[src/rtl/rv32_instr_stim_gen.sv]
// -----------------------------------------------------------------------------
// rv32_instr_stim_gen
//
// Seeded RV32I instruction stimulus generator for the instruction-memory
// response port of the sodor5 harness. After reset it emits WARMUP_NOPS NOPs,
// then a pseudo-random stream of ALU-imm / load / store / ALU-reg words derived
// from a 32-bit Galois LFSR, then NOPs forever once NUM_INSTR random words
// have been accepted. The same SEED and parameters always produce the same
// stream.
//
// Parameters:
//   SEED          initial LFSR state (0 is replaced by 1)
//   NUM_INSTR     random instructions before done (0 = unlimited)
//   WARMUP_NOPS   NOPs emitted after reset before the random stream
//   CLASS_MASK    class enables: bit0 ALUI, bit1 LOAD, bit2 STORE, bit3 ALUR
//   LOAD_F3_MASK  AND-mask applied to the load funct3
//
// Ports:
//   clk          in   clock
//   reset_n      in   asynchronous active-low reset
//   en           in   allow loading a new word
//   instr_ready  in   consumer accepts instr this cycle
//   instr_valid  out  instr holds a valid word
//   instr        out  32-bit instruction word (registered)
//   instr_class  out  0 ALUI, 1 LOAD, 2 STORE, 3 ALUR (NOPs report 0)
//   instr_count  out  random instructions transferred, saturating
//   done         out  NUM_INSTR reached (sticky until reset)
// -----------------------------------------------------------------------------
module rv32_instr_stim_gen #(
    parameter logic [31:0] SEED         = 32'h00000017,
    parameter int unsigned NUM_INSTR    = 100,
    parameter int unsigned WARMUP_NOPS  = 2,
    parameter logic [3:0]  CLASS_MASK   = 4'b0011,
    parameter logic [2:0]  LOAD_F3_MASK = 3'b100
) (
    input  logic        clk,
    input  logic        reset_n,
    input  logic        en,
    input  logic        instr_ready,
    output logic        instr_valid,
    output logic [31:0] instr,
    output logic [1:0]  instr_class,
    output logic [15:0] instr_count,
    output logic        done
);

    localparam logic [31:0] NOP       = 32'h00000013;
    localparam logic [31:0] SEED_EFF  = (SEED == 32'd0) ? 32'd1 : SEED;
    localparam logic [31:0] LFSR_TAPS = 32'h80200003;

    typedef enum logic [1:0] {
        ST_WARMUP = 2'd0,
        ST_RUN    = 2'd1,
        ST_DONE   = 2'd2
    } state_t;

    // Galois LFSR step
    function automatic logic [31:0] lfsr_next(input logic [31:0] r);
        logic [31:0] v;
        v = {1'b0, r[31:1]};
        if (r[0]) begin
            v = v ^ LFSR_TAPS;
        end else begin
            v = v;
        end
        return v;
    endfunction

    // Map an LFSR state to {class, instruction word}
    function automatic logic [33:0] encode(input logic [31:0] r);
        logic [4:0]  rd;
        logic [4:0]  rs1;
        logic [4:0]  rs2;
        logic [2:0]  f3;
        logic [2:0]  f;
        logic [11:0] imm;
        logic [6:0]  f7;
        logic [1:0]  sel;
        logic [1:0]  s1;
        logic [1:0]  s2;
        logic [1:0]  s3;
        logic [1:0]  cls;
        logic [31:0] w;
        rd  = r[6:2];
        rs1 = r[11:7];
        rs2 = r[16:12];
        f3  = r[19:17];
        imm = r[31:20];
        sel = r[1:0];
        s1  = sel + 2'd1;
        s2  = sel + 2'd2;
        s3  = sel + 2'd3;
        f   = 3'd0;
        f7  = 7'd0;
        w   = NOP;
        // A disabled selection rolls upward (mod 4) to the next enabled class
        if (CLASS_MASK[sel]) begin
            cls = sel;
        end else if (CLASS_MASK[s1]) begin
            cls = s1;
        end else if (CLASS_MASK[s2]) begin
            cls = s2;
        end else begin
            cls = s3;
        end
        case (cls)
            2'd0: begin
                // Shift-immediates keep only the shamt (and the SRAI bit)
                case (f3)
                    3'd5:    imm = imm & 12'h41F;
                    3'd1:    imm = imm & 12'h01F;
                    default: imm = imm;
                endcase
                w = {imm, rs1, f3, rd, 7'b0010011};
            end
            2'd1: begin
                // Unused load widths fold onto LW
                f = f3 & LOAD_F3_MASK;
                if (f == 3'd3 || f == 3'd6 || f == 3'd7) begin
                    f = 3'd2;
                end else begin
                    f = f;
                end
                w = {imm, rs1, f, rd, 7'b0000011};
            end
            2'd2: begin
                f = {1'b0, f3[1:0]};
                if (f == 3'd3) begin
                    f = 3'd2;
                end else begin
                    f = f;
                end
                w = {imm[11:5], rs2, rs1, f, imm[4:0], 7'b0100011};
            end
            2'd3: begin
                // SUB / SRA only exist for funct3 0 and 5
                if ((f3 == 3'd0 || f3 == 3'd5) && r[20]) begin
                    f7 = 7'b0100000;
                end else begin
                    f7 = 7'b0000000;
                end
                w = {f7, rs2, rs1, f3, rd, 7'b0110011};
            end
            default: w = NOP;
        endcase
        if (CLASS_MASK == 4'b0000) begin
            return {2'd0, NOP};
        end else begin
            return {cls, w};
        end
    endfunction

    state_t      r_state;
    state_t      w_state_nxt;
    logic [31:0] r_lfsr;
    logic [31:0] w_lfsr_nxt;
    logic [31:0] r_wcnt;
    logic [31:0] w_wcnt_nxt;
    logic [15:0] r_count;
    logic [15:0] w_count_nxt;
    logic        r_done;
    logic        w_done_nxt;
    logic        r_valid;
    logic        w_valid_nxt;
    logic [31:0] r_instr;
    logic [31:0] w_instr_nxt;
    logic [1:0]  r_class;
    logic [1:0]  w_class_nxt;

    logic        w_xfer;
    logic        w_load;
    logic [31:0] w_lfsr_adv;
    logic [33:0] w_enc_cur;
    logic [33:0] w_enc_adv;
    logic [15:0] w_cnt_inc;

    assign w_xfer     = r_valid && instr_ready;
    // A new word may enter when the slot is empty or being drained this cycle
    assign w_load     = en && (!r_valid || instr_ready);
    assign w_lfsr_adv = lfsr_next(r_lfsr);
    assign w_enc_cur  = encode(r_lfsr);
    assign w_enc_adv  = encode(w_lfsr_adv);
    assign w_cnt_inc  = (r_count == 16'hFFFF) ? r_count : (r_count + 16'd1);

    // Next-state, next-word and bookkeeping logic for the generator FSM
    always_comb begin
        w_state_nxt = r_state;
        w_lfsr_nxt  = r_lfsr;
        w_wcnt_nxt  = r_wcnt;
        w_count_nxt = r_count;
        w_done_nxt  = r_done;
        w_valid_nxt = r_valid;
        w_instr_nxt = r_instr;
        w_class_nxt = r_class;

        if (w_load) begin
            w_valid_nxt = 1'b1;
        end else if (w_xfer) begin
            w_valid_nxt = 1'b0;
        end else begin
            w_valid_nxt = r_valid;
        end

        case (r_state)
            ST_WARMUP: begin
                if (w_xfer) begin
                    w_wcnt_nxt = r_wcnt + 32'd1;
                end else begin
                    w_wcnt_nxt = r_wcnt;
                end
                // Once enough NOPs have gone out, the first random word is
                // the current LFSR state, not its successor
                if (w_wcnt_nxt >= WARMUP_NOPS) begin
                    w_state_nxt = ST_RUN;
                    if (w_load) begin
                        {w_class_nxt, w_instr_nxt} = w_enc_cur;
                    end else begin
                        w_instr_nxt = r_instr;
                    end
                end else if (w_load) begin
                    w_instr_nxt = NOP;
                    w_class_nxt = 2'd0;
                end else begin
                    w_instr_nxt = r_instr;
                end
            end
            ST_RUN: begin
                if (w_xfer) begin
                    w_count_nxt = w_cnt_inc;
                    w_lfsr_nxt  = w_lfsr_adv;
                    if ((NUM_INSTR != 32'd0) && ({16'd0, w_cnt_inc} == NUM_INSTR)) begin
                        w_state_nxt = ST_DONE;
                        w_done_nxt  = 1'b1;
                        if (w_load) begin
                            w_instr_nxt = NOP;
                            w_class_nxt = 2'd0;
                        end else begin
                            w_instr_nxt = r_instr;
                        end
                    end else if (w_load) begin
                        {w_class_nxt, w_instr_nxt} = w_enc_adv;
                    end else begin
                        w_instr_nxt = r_instr;
                    end
                end else if (w_load) begin
                    // Refilling an empty slot re-presents the pending word
                    {w_class_nxt, w_instr_nxt} = w_enc_cur;
                end else begin
                    w_instr_nxt = r_instr;
                end
            end
            ST_DONE: begin
                if (w_load) begin
                    w_instr_nxt = NOP;
                    w_class_nxt = 2'd0;
                end else begin
                    w_instr_nxt = r_instr;
                end
            end
            default: begin
                w_state_nxt = ST_WARMUP;
            end
        endcase
    end

    // State and output registers with asynchronous reset
    always_ff @(posedge clk or negedge reset_n) begin
        if (!reset_n) begin
            r_state <= ST_WARMUP;
            r_lfsr  <= SEED_EFF;
            r_wcnt  <= 32'd0;
            r_count <= 16'd0;
            r_done  <= 1'b0;
            r_valid <= 1'b0;
            r_instr <= NOP;
            r_class <= 2'd0;
        end else begin
            r_state <= w_state_nxt;
            r_lfsr  <= w_lfsr_nxt;
            r_wcnt  <= w_wcnt_nxt;
            r_count <= w_count_nxt;
            r_done  <= w_done_nxt;
            r_valid <= w_valid_nxt;
            r_instr <= w_instr_nxt;
            r_class <= w_class_nxt;
        end
    end

    assign instr_valid = r_valid;
    assign instr       = r_instr;
    assign instr_class = r_class;
    assign instr_count = r_count;
    assign done        = r_done;

endmodule

[config.mk]
export PLATFORM = sky130hd
export DESIGN_NAME = rv32_instr_stim_gen
export DESIGN_NICKNAME = d
export VERILOG_FILES = /design/src/rtl/rv32_instr_stim_gen.sv
export SDC_FILE = /design/constraint.sdc
export NUM_CORES = 1
export LEC_CHECK = 0
export CAP_MARGIN = 25
export CORE_MARGIN = 4
export CORE_UTILIZATION = 35
export CTS_CLUSTER_SIZE = 14
export DETAILED_ROUTE_END_ITERATION = 16
export SETUP_SLACK_MARGIN = 0.3
export SLEW_MARGIN = 5
export SYNTH_ARGS = -nofsm -noshare
export SYNTH_HDL_FRONTEND = slang
export SYNTH_SLANG_ARGS = --single-unit
export TNS_END_PERCENT = 1
[constraint.sdc]
create_clock -name clk -period 3.1 [get_ports clk]
set_input_delay 0.62 -clock clk [delete_from_list [all_inputs] [get_ports clk]]
set_output_delay 0.62 -clock clk [all_outputs]
set_load 0.02 [all_outputs]
# After elaboration in Yosys (flattened, before gate mapping)
# Cells that the tools add are included.
dict set report totals {
  reg_bits 118
  input_bits 4
  output_inout_bits 52
  elab_cells 114
}
dict set report op_classes {
  addsub 8
  order_cmp 7
  eq_ne 20
  muxes 50
  n_bitwise 2
  n_reduce_logical 19
}
# operator count
set ops {}
lappend ops {{$mux W32} 9}
lappend ops {{$pmux W32 S4} 2}
lappend ops {{$pmux W32 S3} 1}
lappend ops {{$pmux W12 S2} 2}
lappend ops {{$mux W2} 17}
lappend ops {{$add A32 B1 Y32 const B} 1}
lappend ops {{$ge A32 B2 Y1 const B} 1}
lappend ops {{$lt A2 B3 Y1 const B} 6}
lappend ops {{$add A16 B1 Y16 const B} 1}
lappend ops {{$eq A16 B16 Y1 const B} 1}
lappend ops {{$eq A16 B7 Y1 const B} 1}
lappend ops {{$mux W16} 1}
lappend ops {{$eq A2 B2 Y1 const B} 7}
lappend ops {{$bmux W1 S2} 6}
lappend ops {{$mux W6} 2}
lappend ops {{$pmux W2 S3} 2}
lappend ops {{$add A2 B2 Y2 const B} 4}
lappend ops {{$mux W1} 8}
lappend ops {{$eq A2 B1 Y1 const B} 3}
lappend ops {{$eq A3 B1 Y1 const B} 2}
lappend ops {{$eq A3 B3 Y1 const B} 2}
lappend ops {{$logic_not A2 Y1} 3}
lappend ops {{$logic_not A3 Y1} 2}
lappend ops {{$ne A2 B2 Y1 const B} 3}
lappend ops {{12 further kinds} 19}

# Logic depth before layout (Yosys ltp)
dict set report logic_depth {
  depth_word 14
  ltp_mapped 12
  ltp_nobuf 11
}

# Least setup slack after synthesis
# OpenSTA, ideal clock, no wires.
dict set report synth_path {
  kind {register -> register}
  start {register r_count[0], in the netlist instr_count[0]}
  end {register r_class[1], in the netlist instr_class[1]}
  setup_time_ns 0.126
  arrival_ns 2.927
  required_ns 2.974
  setup_slack_ns 0.047
  stages_incl_launch_ff 12
  path_buffers 2
  period_less_slack_ns 3.053
  path_cell_list {dfrtp_1 -> ha_1 -> nand3_1 -> nor4_1 -> mux2i_1 -> nand3_2 -> o311ai_4 -> and2_4 -> buf_6 -> buf_6 -> o21ai_0 -> a221o_1}
}
dict set report synth_between {
  elab_chain_len 6
  elab_cells_between_ends 9
  cone_classes {1 x add/sub; 3 x eq/ne; 4 x mux; 1 x reduce/logical}
}
# element line
set synth_lines {}
lappend synth_lines {{start, declared} 159} ;# logic [15:0] r_count;
lappend synth_lines {{start signal, assigned} 281} ;# r_count <= w_count_nxt;
lappend synth_lines {{$add A16 B1 Y16 or $eq A16 B16 Y1 (tied branches)} 183} ;# assign w_cnt_inc = (r_count == 16'hFFFF) ? r_count : (r_count + 16'd1);
lappend synth_lines {{$mux W16 (*)} 183}
lappend synth_lines {{$eq A16 B7 Y1 (*)} 231} ;# if ((NUM_INSTR != 32'd0) && ({16'd0, w_cnt_inc} == NUM_INSTR)) begin
lappend synth_lines {{$mux W2} 231}
lappend synth_lines {{$mux W2} 228} ;# if (w_xfer) begin
lappend synth_lines {{$pmux W2 S3} 204} ;# case (r_state)
lappend synth_lines {{end signal, assigned} 285} ;# r_class <= w_class_nxt;
lappend synth_lines {{end, declared} 167} ;# logic [1:0] r_class;
# Mark *: on every way between the ends. The rest lies on a longest branch, timed or not.
# A chain may end at the register's enable or synchronous reset.

# Worst setup path in the final report
dict set report layout_path {
  start {register r_count[0], in the netlist instr_count[0]}
  end {register r_instr[20], in the netlist instr[20]}
}
dict set report layout_between {
  elab_chain_len 6
  elab_cells_between_ends 9
  cone_classes {1 x add/sub; 3 x eq/ne; 4 x mux; 1 x reduce/logical}
}
# element line
set layout_lines {}
lappend layout_lines {{$add A16 B1 Y16 or $eq A16 B16 Y1 (tied branches)} 183}
lappend layout_lines {{$mux W16 (*)} 183}
lappend layout_lines {{$eq A16 B7 Y1 (*)} 231}
lappend layout_lines {{$mux W32} 231}
lappend layout_lines {{$mux W32} 228}
lappend layout_lines {{$pmux W32 S3} 204}
lappend layout_lines {{end signal, assigned} 284} ;# r_instr <= w_instr_nxt;
lappend layout_lines {{end, declared} 165} ;# logic [31:0] r_instr;
# Marked as above.

==> results.txt <==
----------------------------------------------------
[Cells and area]
  Diodes inserted ... 0
  Number of nets in the layout ... 1014
  Fraction of final layout cells with drive strength greater than 1 ... between 10% and 20%
  Post-synthesis to final-layout area growth ... 27.3%

[Clocking]
  Clock Latency Late Sink ... 0.42 ns
  TritonCTS clock tree ... yes
  Number of buffers added by the clock tree synthesis step ... 17
  # hold bufs at CTS ... 0
  Clock tree root buffer cell ... sky130_fd_sc_hd__clkbuf_16
  Deepest level of the CTS H-tree ... 4
  Clock Sink Count ... between 100 and 150
  Clock buffer depth ... 2
  CTS clk-pin slew, worst paths ... ~0.060 ns

[Logic synthesis]
  Number of enable flip-flop cells after synthesis ... 0
  Xor and xnor area share after synthesis ... under 10%
  Portion of the post-synthesis area used by sequential elements ... a little under two fifths
  Fraction of synthesized area in multiplexers ... under 10%
  Number of synthesized register bits ... about 120
  Synthesized-area fraction occupied by and/or/nand/nor cells ... between 20% and 30%
  Number of nets produced by synthesis ... between 900 and 1000
  Mean Syn Cell Area ... 8.65 um2
  Post-synthesis async set-or-reset flop share ... 100%
  Most instantiated flip-flop cell in the synthesis netlist ... sky130_fd_sc_hd__dfrtp_1
  Adder-cell share of the synthesized area ... roughly 2.1%
  Number of distinct standard cells referenced by the synthesized netlist ... 77
  Number of cells produced by synthesis ... between 900 and 1000
  Netlist area before placement ... just under 8000 um2
  Complex-gate fraction of the synthesized area ... a little under a fifth
  Yosys synthesis warning count ... 0
  Dominant combinational cell family by area after synthesis ... simple AND/OR/NAND/NOR gates

[Detailed routing]
  Violation count after the first detailed-route iteration ... roughly 540
  Routed WL per cell ... ~18 um
  Final antenna-violating net count ... 0
  Initial DRT Pass Iterations ... 8
  Number of DRC violations after detailed routing ... 0
  Via count ... around 7300
  Number of vias per cell after detailed routing ... roughly 5.7
  Final routed wirelength across all metal layers ... 23.1 mm

[Setup path]
  Sort of element at the start of the critical path ... flop
  Class of the most critical setup path ... flop to flop
  Series of cell instances along the critical path ... ha_4, nand3_4, nor4_4, mux2i_2, nand3_2, buf_6, o41a_1, o311ai_2, buf_4, a211oi_1, a21oi_1
  Master of the slowest instance on the critical path ... sky130_fd_sc_hd__dfrtp_2
  Worst EP arrival ... between 3 and 4 ns
  CP peak stage delay ... around 0.41 ns
  Worst path bufs/invs ... 2
  Crit-path leading delay family ... compound AO/OA/AOI/OAI gates
  Worst-path fanout max ... 6
  Worst endpoint required time ... between 3 and 4 ns
  Critical Path End Type ... flop

[STA]
  Max-Slew Margin vs Limit ... 49.1%
  Worst Skew ... between 0.01 and 0.015 ns
  Final number of max-transition violations ... 0
  Total of endpoints with negative setup slack in the final report ... 0
  Final period utilization ... 90.7%
  Hold violation count in the final report ... 0
  Setup repair after global routing missed its margin ... true
  Setup TNS ... 0 ns
  Minimum period implied by the final worst setup slack ... 2.81 ns
  Fmax ... 0.356 GHz
  Worst-Margin Slew ... between 0.7 and 0.8 ns

[Outcome]
  Result of the run ... completed

[GRT]
  Global-route wire length before repair ... around 38 mm
  Overall overflow remaining after global route ... 0
  Largest net degree at the start of global routing ... 60
  Overall Global Routing Usage ... 18.9%
  Number of global-route vias before repair ... a little over 7000
  Initial antenna violation count ... 0

[Power]
  Highest ir drop seen on vdd ... ~0.49 mV
  Power Dens Cells ... around 810 nW/um2
  Post-route total power ... roughly 8 mW
  Leakage power summed over all cells ... between 4 and 5 nW

[Die]
  Die area ... approximately 25000 um2
  Area of the core region ... between 20000 and 25000 um2
  Initial core utilization ... approximately 36%
  Horizontal die dimension ... 158 um
  Die H ... roughly 160 um
  Number of cell rows ... 54
  Top Ports ... 56

[Min path]
  Min-Delay Path Class ... input pin to asynchronous set/reset pin

[Place]
  Buffers added on ports ... 55
  HPWL after DPL ... 15.3 mm
  RePlAce Congestion ... ~0.87

[Flow run]
  Reported max-cap violation count ... 0

----------------------------------------------------
[placed cells by master, fill, tap and decap left out, types with 6 or more instances in the layout]
cell type / synthesis / final
sky130_fd_sc_hd__inv_1: 19 / 19
sky130_fd_sc_hd__a31oi_1: 14 / 14
sky130_fd_sc_hd__xor2_1: 14 / 14
sky130_fd_sc_hd__xnor2_1: 37 / 37
sky130_fd_sc_hd__dfrtp_2: 0 / 12
sky130_fd_sc_hd__nor4_1: 11 / 7
sky130_fd_sc_hd__buf_12: 0 / 6
sky130_fd_sc_hd__nor4_4: 4 / 6
sky130_fd_sc_hd__mux2i_1: 30 / 27
sky130_fd_sc_hd__clkbuf_16: 0 / 17
sky130_fd_sc_hd__a21oi_1: 31 / 31
sky130_fd_sc_hd__o21a_1: 6 / 6
sky130_fd_sc_hd__nand2_1: 164 / 162
sky130_fd_sc_hd__nand3_1: 53 / 51
sky130_fd_sc_hd__a211oi_1: 12 / 9
sky130_fd_sc_hd__dfstp_2: 7 / 7
sky130_fd_sc_hd__ha_1: 13 / 12
sky130_fd_sc_hd__o211a_1: 6 / 6
sky130_fd_sc_hd__nand4_1: 26 / 26
sky130_fd_sc_hd__o21ai_0: 47 / 44
sky130_fd_sc_hd__buf_4: 3 / 73
sky130_fd_sc_hd__nor3_1: 21 / 20
sky130_fd_sc_hd__a221oi_2: 6 / 7
sky130_fd_sc_hd__and3_1: 23 / 22
sky130_fd_sc_hd__nor2_1: 46 / 45
sky130_fd_sc_hd__o21ai_1: 8 / 11
sky130_fd_sc_hd__o22ai_1: 17 / 17
sky130_fd_sc_hd__and4_1: 8 / 8
sky130_fd_sc_hd__clkdlybuf4s50_1: 0 / 53
sky130_fd_sc_hd__dfrtp_1: 111 / 99
sky130_fd_sc_hd__and2_1: 16 / 15
[logic make-up after synthesis]
| family | after synthesis |
|---|---|
| AOI/OAI and AO/OA | 208 |
| xor gates and xnor gates | 51 |
| adders and majority gates | 13 |
| buffers and inverters | 82 |
| DFF | 118 |
| muxes | 34 |
| and+or+nand+nor | 399 |
[layout make-up]
class / instances / area (um2)
Clock buffer: 22 / 474
Clock inverter: 9 / 173
Fill cell: 2174 / 11900
Inverter: 19 / 71.3
Multi-Input combinational cell: 705 / 4670
Sequential cell: 118 / 2980
Tap cell: 280 / 350
Timing Repair Buffer: 136 / 1240
[state kept, by name, indices dropped and copies added, names as in the netlist]
name / cells
instr_class: 2
instr_valid: 1
r_wcnt: 32
r_lfsr: 32
r_state: 2
done: 1
instr: 32
instr_count: 16
[synth_stat cells (4+ instances only)]
library cell / instances / share of area, %
sky130_fd_sc_hd__nand2_1: 164 / 7.9
sky130_fd_sc_hd__dfrtp_1: 111 / 35
sky130_fd_sc_hd__nand3_1: 53 / 3.4
sky130_fd_sc_hd__o21ai_0: 47 / 3.0
sky130_fd_sc_hd__nor2_1: 46 / 2.2
sky130_fd_sc_hd__xnor2_1: 37 / 4.1
sky130_fd_sc_hd__clkbuf_1: 32 / 1.5
sky130_fd_sc_hd__a21oi_1: 31 / 2.0
sky130_fd_sc_hd__mux2i_1: 30 / 3.8
sky130_fd_sc_hd__nand4_1: 26 / 2.1
sky130_fd_sc_hd__and3_1: 23 / 1.8
sky130_fd_sc_hd__nor3_1: 21 / 1.3
sky130_fd_sc_hd__inv_1: 19 / 0.91
sky130_fd_sc_hd__o22ai_1: 17 / 1.4
sky130_fd_sc_hd__and2_1: 16 / 1.3
sky130_fd_sc_hd__buf_2: 16 / 1.0
sky130_fd_sc_hd__a31oi_1: 14 / 1.1
sky130_fd_sc_hd__xor2_1: 14 / 1.6
sky130_fd_sc_hd__ha_1: 13 / 2.1
sky130_fd_sc_hd__a211oi_1: 12 / 1.2
sky130_fd_sc_hd__nor4_1: 11 / 0.88
sky130_fd_sc_hd__and4_1: 8 / 0.90
sky130_fd_sc_hd__o21ai_1: 8 / 0.51
sky130_fd_sc_hd__dfstp_2: 7 / 2.4
sky130_fd_sc_hd__o311ai_1: 7 / 0.78
sky130_fd_sc_hd__a221oi_2: 6 / 1.2
sky130_fd_sc_hd__buf_6: 6 / 0.86
sky130_fd_sc_hd__o211a_1: 6 / 0.77
sky130_fd_sc_hd__o21a_1: 6 / 0.58
sky130_fd_sc_hd__a32oi_1: 5 / 0.56
sky130_fd_sc_hd__nand3_2: 5 / 0.64
sky130_fd_sc_hd__o311ai_0: 5 / 0.56
sky130_fd_sc_hd__nand2b_1: 4 / 0.32
sky130_fd_sc_hd__nor4_4: 4 / 1.1
[path summary, 6_finish.rpt]
| kind | from | endpoint | slack [ns] | depth (start not counted) |
|---|---|---|---|---|
| max | instr_count[0] | instr[20] | 0.29 | 11 |
| min reg2reg | done | done | 0.47 | 1 |
| min in group clk | done | done | 0.47 | 1 |
| max reg2reg | instr_count[0] | instr[20] | 0.29 | 11 |
| min | reset_n | instr[6] | 0.09 | 1 |
| max in group asynchronous | reset_n | instr[0] | 2.19 | 2 |
[where the power goes]
part / total [mW] / internal (mW) / switching, mW / leakage, nW
combinational: 3.31 / 1.45 / 1.86 / 2.40
sequential: 2.55 / 1.98 / 0.571 / 1.53
clock: 2.20 / 1.48 / 0.717 / 0.316
[repair_timing]
action	in CTS	in global routing
pin swaps	7	5
setup endpoints to repair	32	33
gates resized for setup	21	24
buffers inserted	12	7
[metrics by stage]
stage                     std cells  area [um2]  utilization (%)  setup WS (ns)  hold WS [ns]
after floorplan                 905        7870                -          0.314         0.324
after global placement         1239        8990             41.1         -0.170         0.463
after detailed placement       1239        8990             41.1         -0.278         0.464
after CTS                      1282        9820             44.8          0.295        0.0914
after global routing           1289        9960             45.5          0.144        0.0973
final                          1289        9960             45.5          0.288        0.0872
[per-layer routing]
metal | global-route usage [%] | wire length, um | vias up
li1 | - | - | 3489
met1 | 25.9 | 10800 | 3560
met2 | 30.7 | 10900 | 230
met3 | 3.93 | 1200 | 22
met4 | 4.79 | 233 | 0
met5 | 0 | 0 | -
Note: power is estimated with default switching activity, not from simulation.
